===== src/rtl/cnn_pkg.sv =====
// Shared helpers for the CNN pipeline stages: lane-count derivation and
// lane-wise unsigned max over packed feature-map beats.
package cnn_pkg;

    // Widest packed beat (lanes * bits) the helpers below handle.
    localparam int unsigned LaneVecMax = 256;

    typedef logic [LaneVecMax-1:0] lane_vec_t;

    function automatic int unsigned calc_pe(input int unsigned k, input int unsigned c);
        return (k + c - 1) / c;
    endfunction

    function automatic int unsigned clog2_min1(input int unsigned n);
        return (n <= 2) ? 1 : $clog2(n);
    endfunction

    function automatic lane_vec_t lane_max(input lane_vec_t a, input lane_vec_t b,
                                           input int unsigned bit_size, input int unsigned lanes);
        lane_vec_t mask;
        lane_vec_t la;
        lane_vec_t lb;
        lane_vec_t res;
        mask = (lane_vec_t'(1) << bit_size) - lane_vec_t'(1);
        res  = '0;
        for (int unsigned l = 0; l < lanes; l++) begin
            la  = (a >> (l * bit_size)) & mask;
            lb  = (b >> (l * bit_size)) & mask;
            res = res | (((la > lb) ? la : lb) << (l * bit_size));
        end
        return res;
    endfunction

endpackage


===== src/rtl/pool_line_buffer.sv =====
// Half-width line buffer of horizontal maxima, one entry per {col/2, beat}.
// Single write port, asynchronous read port.
module pool_line_buffer
    import cnn_pkg::*;
#(
    parameter  int Depth = 4,
    parameter  int Width = 8,
    localparam int AddrW = clog2_min1(Depth)
) (
    input  logic             clk,
    input  logic             wr_en,
    input  logic [AddrW-1:0] wr_addr,
    input  logic [Width-1:0] wr_data,
    input  logic [AddrW-1:0] rd_addr,
    output logic [Width-1:0] rd_data
);

    logic [Width-1:0] mem [Depth];

    // NOTE: storage has no reset; an even row always rewrites an entry before the odd row reads it.
    always_ff @(posedge clk) begin
        if (wr_en) begin
            mem[wr_addr] <= wr_data;
        end
    end

    assign rd_data = mem[rd_addr];

endmodule


===== src/rtl/max_pool_stage.sv =====
// 2x2 stride-2 max-pooling stage on the beat/lane pixel stream produced by
// convolution_stage; emits pooled pixels in the same format at half resolution.
module max_pool_stage
    import cnn_pkg::*;
#(
    parameter  int BitSize            = 4,
    parameter  int NumberOfK          = 4,
    parameter  int CyclesPerPixel     = 2,
    parameter  int ImageWidth         = 4,
    localparam int ProcessingElements = calc_pe(NumberOfK, CyclesPerPixel)
) (
    input  logic                                         clk,
    input  logic                                         res_n,
    input  logic                                         in_valid,
    input  logic [ProcessingElements-1:0][BitSize-1:0]   in_data,
    output logic                                         out_ready,
    output logic                                         out_valid,
    output logic [ProcessingElements-1:0][BitSize-1:0]   out_data,
    output logic                                         out_done
);

    localparam int BeatW = clog2_min1(CyclesPerPixel);
    localparam int PosW  = clog2_min1(ImageWidth);
    localparam int Depth = (ImageWidth / 2) * CyclesPerPixel;
    localparam int AddrW = clog2_min1(Depth);
    localparam int LaneW = ProcessingElements * BitSize;

    typedef logic [ProcessingElements-1:0][BitSize-1:0] beat_t;

    if ((ImageWidth % 2) != 0 || ImageWidth < 2) begin : g_bad_width
        $error("max_pool_stage: ImageWidth must be even and at least 2");
    end
    if (LaneW > int'(LaneVecMax)) begin : g_bad_lanes
        $error("max_pool_stage: beat width exceeds cnn_pkg::LaneVecMax");
    end

    logic [BeatW-1:0] beat_cnt;
    logic [PosW-1:0]  col_cnt;
    logic [PosW-1:0]  row_cnt;
    beat_t            hreg [CyclesPerPixel];

    logic             accept;
    logic             last_beat;
    logic             last_col;
    logic             last_row;
    logic             pool_fire;
    logic             buf_wr;
    logic [AddrW-1:0] buf_addr;
    beat_t            hmax;
    beat_t            buf_rd;
    beat_t            pool_max;
    beat_t            pooled;

    assign accept    = in_valid & out_ready;
    assign last_beat = (beat_cnt == BeatW'(CyclesPerPixel - 1));
    assign last_col  = (col_cnt == PosW'(ImageWidth - 1));
    assign last_row  = (row_cnt == PosW'(ImageWidth - 1));
    assign buf_wr    = accept & col_cnt[0] & ~row_cnt[0];
    assign pool_fire = accept & col_cnt[0] & row_cnt[0];
    assign buf_addr  = AddrW'((int'(col_cnt) / 2) * CyclesPerPixel + int'(beat_cnt));

    assign hmax     = LaneW'(lane_max(lane_vec_t'(hreg[beat_cnt]), lane_vec_t'(in_data),
                                      BitSize, ProcessingElements));
    assign pool_max = LaneW'(lane_max(lane_vec_t'(buf_rd), lane_vec_t'(hmax),
                                      BitSize, ProcessingElements));

    pool_line_buffer #(
        .Depth (Depth),
        .Width (LaneW)
    ) u_line_buffer (
        .clk     (clk),
        .wr_en   (buf_wr),
        .wr_addr (buf_addr),
        .wr_data (hmax),
        .rd_addr (buf_addr),
        .rd_data (buf_rd)
    );

    // NOTE: every variable written here gets its default first so no latch is inferred.
    always_comb begin
        pooled = pool_max;
        for (int l = 0; l < ProcessingElements; l++) begin
            if (int'(beat_cnt) * ProcessingElements + l >= NumberOfK) begin
                pooled[l] = '0;
            end
        end
    end

    // NOTE: sequential state uses non-blocking assignments only.
    always_ff @(posedge clk or negedge res_n) begin
        if (!res_n) begin
            beat_cnt  <= '0;
            col_cnt   <= '0;
            row_cnt   <= '0;
            out_ready <= 1'b0;
            out_valid <= 1'b0;
            out_data  <= '0;
            out_done  <= 1'b0;
            for (int i = 0; i < CyclesPerPixel; i++) begin
                hreg[i] <= '0;
            end
        end else begin
            out_ready <= 1'b1;
            out_valid <= pool_fire;
            out_done  <= pool_fire & last_row & last_col & last_beat;
            if (pool_fire) begin
                out_data <= pooled;
            end
            if (accept) begin
                if (!col_cnt[0]) begin
                    hreg[beat_cnt] <= in_data;
                end
                if (last_beat) begin
                    beat_cnt <= '0;
                    if (last_col) begin
                        col_cnt <= '0;
                        row_cnt <= last_row ? '0 : row_cnt + 1'b1;
                    end else begin
                        col_cnt <= col_cnt + 1'b1;
                    end
                end else begin
                    beat_cnt <= beat_cnt + 1'b1;
                end
            end
        end
    end

endmodule


===== config.mk =====
export PLATFORM = sky130hd
export DESIGN_NAME = max_pool_stage
export DESIGN_NICKNAME = d
export VERILOG_FILES = /design/src/rtl/cnn_pkg.sv /design/src/rtl/pool_line_buffer.sv /design/src/rtl/max_pool_stage.sv
export SDC_FILE = /design/constraint.sdc
export NUM_CORES = 1
export LEC_CHECK = 0
export CORE_ASPECT_RATIO = 2
export CORE_MARGIN = 2
export CORE_UTILIZATION = 56
export CTS_CLUSTER_DIAMETER = 150
export DETAILED_ROUTE_END_ITERATION = 12
export PLACE_DENSITY_LB_ADDON = 0.25
export SLEW_MARGIN = 5
export SYNTH_ARGS = -nofsm -noshare
export SYNTH_HDL_FRONTEND = slang
export SYNTH_HIERARCHICAL = 1
export SYNTH_SLANG_ARGS = --single-unit

===== constraint.sdc =====
create_clock -name clk -period 7.98 [get_ports clk]
set_input_delay 0.798 -clock clk [delete_from_list [all_inputs] [get_ports clk]]
set_output_delay 0.798 -clock clk [all_outputs]
set_load 0.03 [all_outputs]

==> qor.yml, run 1 <==
outcome:
  status: "finished, final reports clean"
power:
  ir_drop_uv: 404.7
  leakagePower_nw: 1.503
  share_comb_of_total_power: 0.460
  sw_frac_of_total: 0.3628
  p_per_area_mw_per_mm2: 394.1
  p_clk_frac: 0.165
  power_frac_seq: 0.375
  internal_power_w: 0.0008749
  p_sw_w: 0.0004982
clock_tree:
  cts_hold_buf: 0
  cts_tree: "yes"
  htree_levels: 3
  root_buffer: "clkbuf_8"
  cts.clk_slew.worst_paths_ns: 0.07
  cts.sinks: 64
  cts_made_buffers: 9
  insertion_delay_ns: 0.33
  clockBufferDepth: 2
  post_cts_buffers: 0
  post_cts_resize_count: 0
final_layout:
  nets: 271
  antenna_cells: 0
  fillers: 409
  drive_gt1_frac: 0.2065
  stdcell_area_sq_mm: 0.003485
  syn2layout_area_growth_pct: 13.95
timing:
  finalHoldViolCount: 0
  period_needed_ns: 3.834
  max_freq_mhz: 260.9
  tightest_slew_ns: 0.7809
  fin_tns_setup_ns: 0
  finalClockSkew_ns: 0.008589
  slew_headroom: 0.4766
  finalSetupViolCount: 0
  rsz0062_at_grt: "no"
  report.final.slew_viol_count: 0
  post-route-period-util: 0.4804
worst_setup_path:
  setup.worst_path.end_class: "flip-flop"
  worst_path_max_delay_cell: "mux2_2"
  crit_type: "reg -> reg"
  rr_worst_depth: 14
  critPathRequiredTime_ns: 8.19
  worstPathArrival_ns: 4.04
  max_stage_delay_ns: 0.44
  worstPathCellList: "buf_4 > mux2_2 > ha_1 > nor2b_1 > o211ai_2 > a21oi_2 > mux2_2 > inv_1 > ha_1 > nand3_1 > nor2_1 > o32a_1 > and3_1 > a221o_1"
  crit_path_max_fanout: 24
  worst_setup_path_start_kind: "flip-flop"
die:
  initial_core_util: 0.5742
  die_area_sq_mm: 0.006103
  ioPinCount: 22
  core_sq_mm: 0.005325
  rows: 38
  dieHeight_um: 108.5
  die_w_um: 56.25
synthesis:
  synth_top_flop_cell: "edfxtp_1"
  synthDominantCellAreaShare: 0.3142
  syn_nets: 242
  synth_cells: 213
  yosys_warnings: 6
  seq_area_frac_synth: 0.5761
  synthTopCellsByArea: "edfxtp_1 31%, dfrtp_1 26%, ha_1 7.4%, mux4_2 5.9%, mux2_2 5.2%"
  syn_area_sq_mm: 0.003058
  syn-mean-instance-area_sq_um: 14.36
  ys_async_sr_fraction: 0.5000
  ys_top_cells_by_count: "32 x dfrtp_1, 32 x edfxtp_1, 18 x ha_1, 18 x inv_1, 14 x mux2_2"
  synth_seq_cells: 64
  yosysUniqueCellTypes: 33
  synth_edf_count: 32
  synth_area_leader_cell: "edfxtp_1"
drt:
  wl_per_cell_um: 17.70
  wirelength_mm: 5.434
  highest_layer: "met4"
  dr.pass1.iters: 4
  viasPerCell: 5.814
  drt_iter0_drc: 66
  drtAntennaViolNets: 0
  wl_met2_mm: 2.750
  wl_met1_mm: 2.390
  drc: 0
  num_vias: 1785
  met3_length_um: 179
grt:
  antenna_found_initial: 0
  grt_max_degree: 33
  grt_pass1_wl_mm: 9.032
  grt_overflow: 0
  grt_usage: 0.2006
  grt_pass1_vias: 1804
place:
  place_hpwl_mm: 3.890
  portBuffers: 21
  placed_cell_area_sq_mm: 0.003327
  routabilityCongestion: 0.7534
job:
  maxCapViolCount: 0
min_path:
  min_path_cells: 2
  hold_path.class: "reg -> reg"
power by group through the flow:
stage / Combinational (W) / Sequential (W) / Clock (W)
2_1_floorplan: 0.000461 / 0.000535 / 0
3_3_place_gp: 0.000615 / 0.000519 / 0
3_5_place_dp: 0.000637 / 0.000523 / 0
4_1_cts: 0.000640 / 0.000517 / 0.000233
5_1_grt: 0.000707 / 0.000527 / 0.000248
6_report: 0.000631 / 0.000515 / 0.000227
layout by cell type, fill, tap and decap left out, types with 2 or more instances in the layout:
cell             instances
buf_4                    3
clkbuf_8                 9
nor2b_1                  4
nand3_1                  3
inv_1                   18
a221o_1                  8
mux2_4                   8
nor3b_1                  2
mux2_2                  14
o211ai_1                 2
dfrtp_1                 32
and4_1                   3
a21oi_2                  2
clkdlybuf4s50_1         21
clkinv_2                 3
and3b_1                  2
clkbuf_1                 3
nor2_1                   4
and3_1                   9
nand4_1                  2
edfxtp_1                32
nand2_1                 10
o21ai_0                  9
ha_1                    18
mux2i_1                  4
mux4_2                   8
a21oi_1                  5
routing by layer:
layer  global-route usage  up-vias
li1                     -      859
met1               0.2467      886
met2               0.3336       31
met3              0.06220        9
met4              0.06973        0
met5                    0        -
path summary, 6_finish.rpt:
check / start / to / slack (ns)
worst max-delay path: beat_cnt$_DFFE_PN0P_ / out_data[3]$_DFFE_PN0P_ / 4.15
worst min-delay path: hreg[3]$_DFFE_PN0P_ / hreg[3]$_DFFE_PN0P_ / 0.48
max in group asynchronous: res_n / hreg[13]$_DFFE_PN0P_ / 6.81
min in group asynchronous: res_n / out_data[0]$_DFFE_PN0P_ / 0.86
worst min register to register: hreg[3]$_DFFE_PN0P_ / hreg[3]$_DFFE_PN0P_ / 0.48
worst max register to register: beat_cnt$_DFFE_PN0P_ / out_data[3]$_DFFE_PN0P_ / 4.15
cell families after synthesis:
logic type | Yosys count | synth area share
AND/OR/NAND/NOR | 42 | 0.07897
flip-flops | 64 | 0.5761
AO/OA/AOI/OAI | 29 | 0.06956
other | 1 | 0.001226
multiplexers | 34 | 0.1628
buffers and inverters | 24 | 0.03478
XOR/XNOR | 1 | 0.002865
adder cells (fa/ha/maj) | 18 | 0.07365
worst max-delay path, delay by kind of cell (launching register included):
kind,cells,cell delay (ns)
AOI/OAI and AO/OA,4,1.03
adders and majority gates,2,0.51
buffers and inverters,2,0.43
DFF,1,0.36
muxes,2,0.84
and+or+nand+nor,4,0.52
per-stage QoR:
step	instances	hold WS, ns	util	setup WS, ns	total power, W
after CTS	307	0.4835	0.6544	4.120	0.001389
after global routing	307	0.5168	0.6544	3.889	0.001482
after detailed placement	291	0.4694	0.6248	3.882	0.001160
final	307	0.4797	0.6544	4.147	0.001373
after floorplan	213	0.4444	-	4.612	0.0009966
after global placement	291	0.4617	0.6248	3.982	0.001134
state kept, by name, summed over array words and instances (netlist names):
signal and cells:
out_data 8, out_done 1, u_line_buffer/mem 32, col_cnt 2, out_ready 1, row_cnt 2
beat_cnt 1, out_valid 1, hreg 16
final cells by class:
cell class / count / area [sq um] / area share
tap: 60 / 75.07 / 0.02154
multi-input combinational: 125 / 1190 / 0.3415
timing repair buffer: 24 / 232.7 / 0.06679
sequential: 64 / 1762 / 0.5056
clock buffer: 12 / 135.1 / 0.03878
clock inverter: 4 / 22.52 / 0.006463
inverter: 18 / 67.56 / 0.01939
Note: power is estimated with default switching activity, not from simulation.
==> run 2, diff against run 1 <==
Settings changed: CORE_UTILIZATION 56 to 52.
Clock period 7.98 ns to 3.4 ns, I/O delays scaled along.
==> qor.yml, run 2 (synthesized netlist as in run 1, its figures left out) <==
worst_setup_path:
  worst_path_max_delay_cell: "dfrtp_1"
  rrSetupSlack_ns: 0.1
  max_stage_delay_ns: 0.41
  critPathRequiredTime_ns: 3.61
  crit_path_max_fanout: 6
  r2r-end: "out_data[5]$_DFFE_PN0P_"
  crit_type: "reg -> reg"
  setup.worst_path.end_class: "flip-flop"
  rr_worst_depth: 15
  worst_setup_path_start_kind: "flip-flop"
  startpoint: "beat_cnt$_DFFE_PN0P_"
  worstPathCellList: "buf_12 > buf_12 > mux2_4 > ha_4 > o211ai_1 > a21oi_2 > buf_4 > mux2_4 > inv_1 > ha_1 > nor2b_1 > o211ai_1 > a21oi_2 > and3_1 > a221o_1"
  cp_top_family: "compound AO/OA/AOI/OAI gates"
  path_buf_inv: 4
  r2r-start: "beat_cnt$_DFFE_PN0P_"
  worstPathArrival_ns: 3.51
  crit_path_end: "out_data[5]$_DFFE_PN0P_"
  crit_cells: 15
timing:
  tightest_slew_ns: 0.6932
  hold_slack_ns: 0.4086
  finalClockSkew_ns: 0.003157
  finalSetupViolCount: 0
  finalHoldViolCount: 0
  max_freq_mhz: 302.6
  post-route-period-util: 0.9718
  report.final.slew_viol_count: 0
  period_needed_ns: 3.304
  rsz0062_at_grt: "yes"
  setup_ws_ns: 0.09580
  slew_headroom: 0.5353
drt:
  viasPerCell: 5.770
  wirelength_mm: 6.180
  drc: 0
  drt_iter0_drc: 62
  num_vias: 1910
  wl_per_cell_um: 18.67
  dr.pass1.iters: 4
  drtAntennaViolNets: 0
place:
  portBuffers: 21
  place_hpwl_mm: 4.316
  place_ws_ns: -0.07555
  placed_cell_area_sq_mm: 0.003511
  routabilityCongestion: 0.7640
power:
  total_power_w: 0.004162
  internal_power_w: 0.002799
  share_comb_of_total_power: 0.480
  p_clk_frac: 0.227
  p_per_area_mw_per_mm2: 1052
  leakagePower_nw: 1.716
  sw_frac_of_total: 0.3275
  power_frac_seq: 0.293
  p_sw_w: 0.001363
  ir_drop_uv: 690.1
clock_tree:
  cts_tree: "yes"
  insertion_delay_ns: 0.33
  cts.sinks: 64
  cts_hold_buf: 0
  cts.clk_slew.worst_paths_ns: 0.05
  clockBufferDepth: 2
  root_buffer: "clkbuf_16"
  htree_levels: 3
  cts_made_buffers: 9
die:
  die_w_um: 58.23
  core_sq_mm: 0.005709
  dieHeight_um: 112.5
  die_area_sq_mm: 0.006547
  ioPinCount: 22
  rows: 39
  initial_core_util: 0.5356
final_layout:
  largest-register: "u_line_buffer/mem"
  top_regs: "u_line_buffer/mem x32, hreg x16, out_data x8"
  nets: 294
  syn2layout_area_growth_pct: 29.34
  fillers: 411
  layout_common_cells: "32 x dfrtp_1, 32 x edfxtp_1, 23 x buf_4, 21 x clkdlybuf4s50_1, 16 x inv_1"
  largest_reg_flops: 32
  antenna_cells: 0
  utilization: 0.6927
  final-seq-area_sq_mm: 0.001762
  drive_gt1_frac: 0.3185
  stdcell_area_sq_mm: 0.003955
  multi_input_area_sq_mm: 0.001310
grt:
  grt_use_met1: 0.2386
  grtUsageMet3: 0.05645
  grt_pass1_wl_mm: 10.07
  gr-max-usage-layer: "met2"
  grt_pass1_vias: 2033
  use_met2: 0.3705
  grt_overflow: 0
  antenna_found_initial: 0
  grt_max_degree: 33
  grt_usage: 0.2142
min_path:
  hold_path.class: "in -> async"
job:
  maxCapViolCount: 0
outcome:
  status: "finished, final reports clean"
run 2: layout make-up:
class | count | share of cell area
clock inverters | 4 | 0.01740
flip-flops and latches | 64 | 0.4454
clock buffers | 12 | 0.05979
multi-input cells | 125 | 0.3312
well taps | 61 | 0.01930
inverters | 18 | 0.01708
repair buffers | 47 | 0.1098
run 2: through the flow:
stage / TNS [ns] / instances
2_1_floorplan: 0 / 213
3_3_place_gp: -0.1067 / 313
3_5_place_dp: -0.2670 / 313
4_1_cts: 0 / 331
5_1_grt: -0.09584 / 331
6_report: 0 / 331
run 2: how the worst min path moves through the flow:
| stage | to | cells after the start | slack (ns) |
|---|---|---|---|
| floorplan | beat_cnt$_DFFE_PN0P_ | 0 | 0.04 |
| global placement | hreg[4]$_DFFE_PN0P_ | 2 | 0.47 |
| detailed placement | hreg[3]$_DFFE_PN0P_ | 2 | 0.47 |
| CTS | out_data[2]$_DFFE_PN0P_ | 2 | 0.43 |
| global route | out_valid$_DFF_PN0_ | 2 | 0.47 |
| finish | out_data[2]$_DFFE_PN0P_ | 2 | 0.41 |
run 2: worst register-to-register path, cell delays in order (launching register included):
cell	delay [ns]
dfrtp_1	0.41
buf_12	0.15
buf_12	0.12
mux2_4	0.31
ha_4	0.28
o211ai_1	0.11
a21oi_2	0.17
buf_4	0.14
mux2_4	0.29
inv_1	0.06
ha_1	0.23
nor2b_1	0.14
o211ai_1	0.23
a21oi_2	0.11
and3_1	0.19
a221o_1	0.25
run 2: what timing repair did:
action | CTS | global route
setup buffers | 2 | 0
gates cloned | 0 | 0
resized for setup | 5 | 14
pin swaps | 2 | 14
hold endpoints to repair | 0 | 0
endpoints found under the setup margin | 4 | 8
run 2: per-layer routing:
layer | vias up | part of all wire
met5 | - | 0
met4 | 0 | 0.024
met3 | 11 | 0.027
met2 | 39 | 0.57
met1 | 944 | 0.38
li1 | 916 | -
run 2: power by group through the flow:
stage,logic [W],clock network (W),registers (W)
final,0.00200,0.000945,0.00122
after global placement,0.00170,0,0.00122
after floorplan,0.00108,0,0.00126
after CTS,0.00185,0.000961,0.00122
after detailed placement,0.00177,0,0.00123
after global routing,0.00219,0.000993,0.00124
==> run 3, diff against run 2 <==
Settings changed: PLACE_DENSITY_LB_ADDON 0.25 to 0.15.
==> qor.yml, run 3 (synthesized netlist as in run 1, its figures left out) <==
outcome:
  status: "finished, final reports clean"
timing:
  period_needed_ns: 3.340
  finalSetupViolCount: 0
  hold_slack_ns: 0.4242
  max_freq_mhz: 299.4
  finalHoldViolCount: 0
  report.final.slew_viol_count: 0
  rsz0062_at_grt: "yes"
  tightest_slew_ns: 0.7601
  post-route-period-util: 0.9824
  finalClockSkew_ns: 0.004504
  slew_headroom: 0.4905
clock_tree:
  cts.sinks: 64
  cts.clk_slew.worst_paths_ns: 0.05
  insertion_delay_ns: 0.33
  cts_hold_buf: 0
  cts_tree: "yes"
  root_buffer: "clkbuf_16"
  clockBufferDepth: 2
  htree_levels: 3
  cts_made_buffers: 9
power:
  ir_drop_uv: 750.1
  power_frac_seq: 0.298
  share_comb_of_total_power: 0.490
  leakagePower_nw: 1.685
  total_power_w: 0.004089
  p_clk_frac: 0.212
  internal_power_w: 0.002701
  p_per_area_mw_per_mm2: 1045
  p_sw_w: 0.001388
  sw_frac_of_total: 0.3393
place:
  portBuffers: 21
  dp_cells: 310
  place_hpwl_mm: 4.086
  routabilityCongestion: 0.8309
  placed_cell_area_sq_mm: 0.003476
worst_setup_path:
  setup.worst_path.end_class: "flip-flop"
  cp_top_family: "compound AO/OA/AOI/OAI gates"
  crit_path_max_fanout: 7
  crit_cells: 14
  worst_path_max_delay_cell: "dfrtp_1"
  critPathRequiredTime_ns: 3.62
  crit_type: "reg -> reg"
  worst_setup_path_start_kind: "flip-flop"
  rr_worst_depth: 14
  worstPathCellList: "buf_12 > mux2_4 > ha_4 > nor2b_2 > o211ai_2 > a21oi_4 > mux2_4 > inv_2 > ha_4 > a21oi_2 > nor2b_1 > o32a_1 > and3_1 > a221o_1"
  path_buf_inv: 2
  max_stage_delay_ns: 0.41
  worstPathArrival_ns: 3.56
final_layout:
  stdcell_area_sq_mm: 0.003911
  utilization: 0.6851
  finalNonFillerCells: 328
  antenna_cells: 0
  nets: 292
  drive_gt1_frac: 0.3333
  top_regs: "u_line_buffer/mem x32, hreg x16, out_data x8"
  syn2layout_area_growth_pct: 27.91
  layout_common_cells: "32 x dfrtp_1, 32 x edfxtp_1, 22 x buf_4, 21 x clkdlybuf4s50_1, 15 x inv_1"
  largest_reg_flops: 32
  largest-register: "u_line_buffer/mem"
drt:
  wirelength_mm: 6.257
  num_vias: 1896
  viasPerCell: 5.780
  dr.pass1.iters: 4
  wl_per_cell_um: 19.08
  drtAntennaViolNets: 0
  drc: 0
  drt_iter0_drc: 49
grt:
  grt_usage: 0.2113
  grt_pass1_wl_mm: 9.963
  grt_overflow: 0
  grt_max_degree: 33
  antenna_found_initial: 0
  grt_pass1_vias: 2090
die:
  dieHeight_um: 112.5
  die_w_um: 58.23
  rows: 39
  core_sq_mm: 0.005709
  initial_core_util: 0.5356
  die_area_sq_mm: 0.006547
  ioPinCount: 22
job:
  maxCapViolCount: 0
min_path:
  hold_path.class: "in -> async"
[run 3: worst paths after layout]
check	start	endpoint	slack, ns
min reg2reg	hreg[3]$_DFFE_PN0P_	hreg[3]$_DFFE_PN0P_	0.47
max reg2reg	beat_cnt$_DFFE_PN0P_	out_data[0]$_DFFE_PN0P_	0.06
min	res_n	out_data[2]$_DFFE_PN0P_	0.42
max in group asynchronous	res_n	hreg[14]$_DFFE_PN0P_	2.66
max	beat_cnt$_DFFE_PN0P_	out_data[0]$_DFFE_PN0P_	0.06
min in group clk	hreg[3]$_DFFE_PN0P_	hreg[3]$_DFFE_PN0P_	0.47
[run 3: layout make-up]
class                      count  area (sq um)
tap                           61         76.32
clock buffer                   9         225.2
clock inverter                 6         51.30
inverter                      18         70.07
multi-input combinational    125          1320
timing repair buffer          45         406.6
fill                         417          1798
sequential                    64          1762
[run 3: what timing repair did]
action / CTS / global route
buffers inserted: 2 / 2
setup endpoints to repair: 4 / 8
pin swaps: 2 / 11
resized for setup: 5 / 20
[run 3: per-stage QoR]
stage / setup WS, ns / TNS (ns)
3_5_place_dp: -0.04794 / -0.1814
6_report: 0.05992 / 0
5_1_grt: -0.05676 / -0.2416
2_1_floorplan: 0.03225 / 0
3_3_place_gp: 0.03971 / 0
4_1_cts: 0.01005 / 0
[run 3: power groups by stage]
stage          Combinational [W]  Clock (W)  Sequential [W]
2_1_floorplan            0.00108          0         0.00126
3_3_place_gp             0.00165          0         0.00122
3_5_place_dp             0.00169          0         0.00123
4_1_cts                  0.00177   0.000880         0.00122
5_1_grt                  0.00220   0.000906         0.00124
6_report                 0.00200   0.000865         0.00122
[run 3: metal layers]
| metal | part of all wire | wire length (um) | global-route usage | vias up |
|---|---|---|---|---|
| li1 | - | - | - | 902 |
| met3 | 0.033 | 206 | 0.05876 | 15 |
| met1 | 0.39 | 2469 | 0.2321 | 934 |
| met4 | 0.025 | 158 | 0.1039 | 0 |
| met5 | 0 | 0 | 0 | - |
| met2 | 0.55 | 3422 | 0.3629 | 45 |
[run 3: worst reg2reg max path, cell delays in order, from the launching register on]
cell and delay [ns]:
dfrtp_1 0.41, buf_12 0.16, mux2_4 0.32, ha_4 0.27, nor2b_2 0.15, o211ai_2 0.11
a21oi_4 0.23, mux2_4 0.34, inv_2 0.08, ha_4 0.21, a21oi_2 0.12, nor2b_1 0.05
o32a_1 0.33, and3_1 0.20, a221o_1 0.25
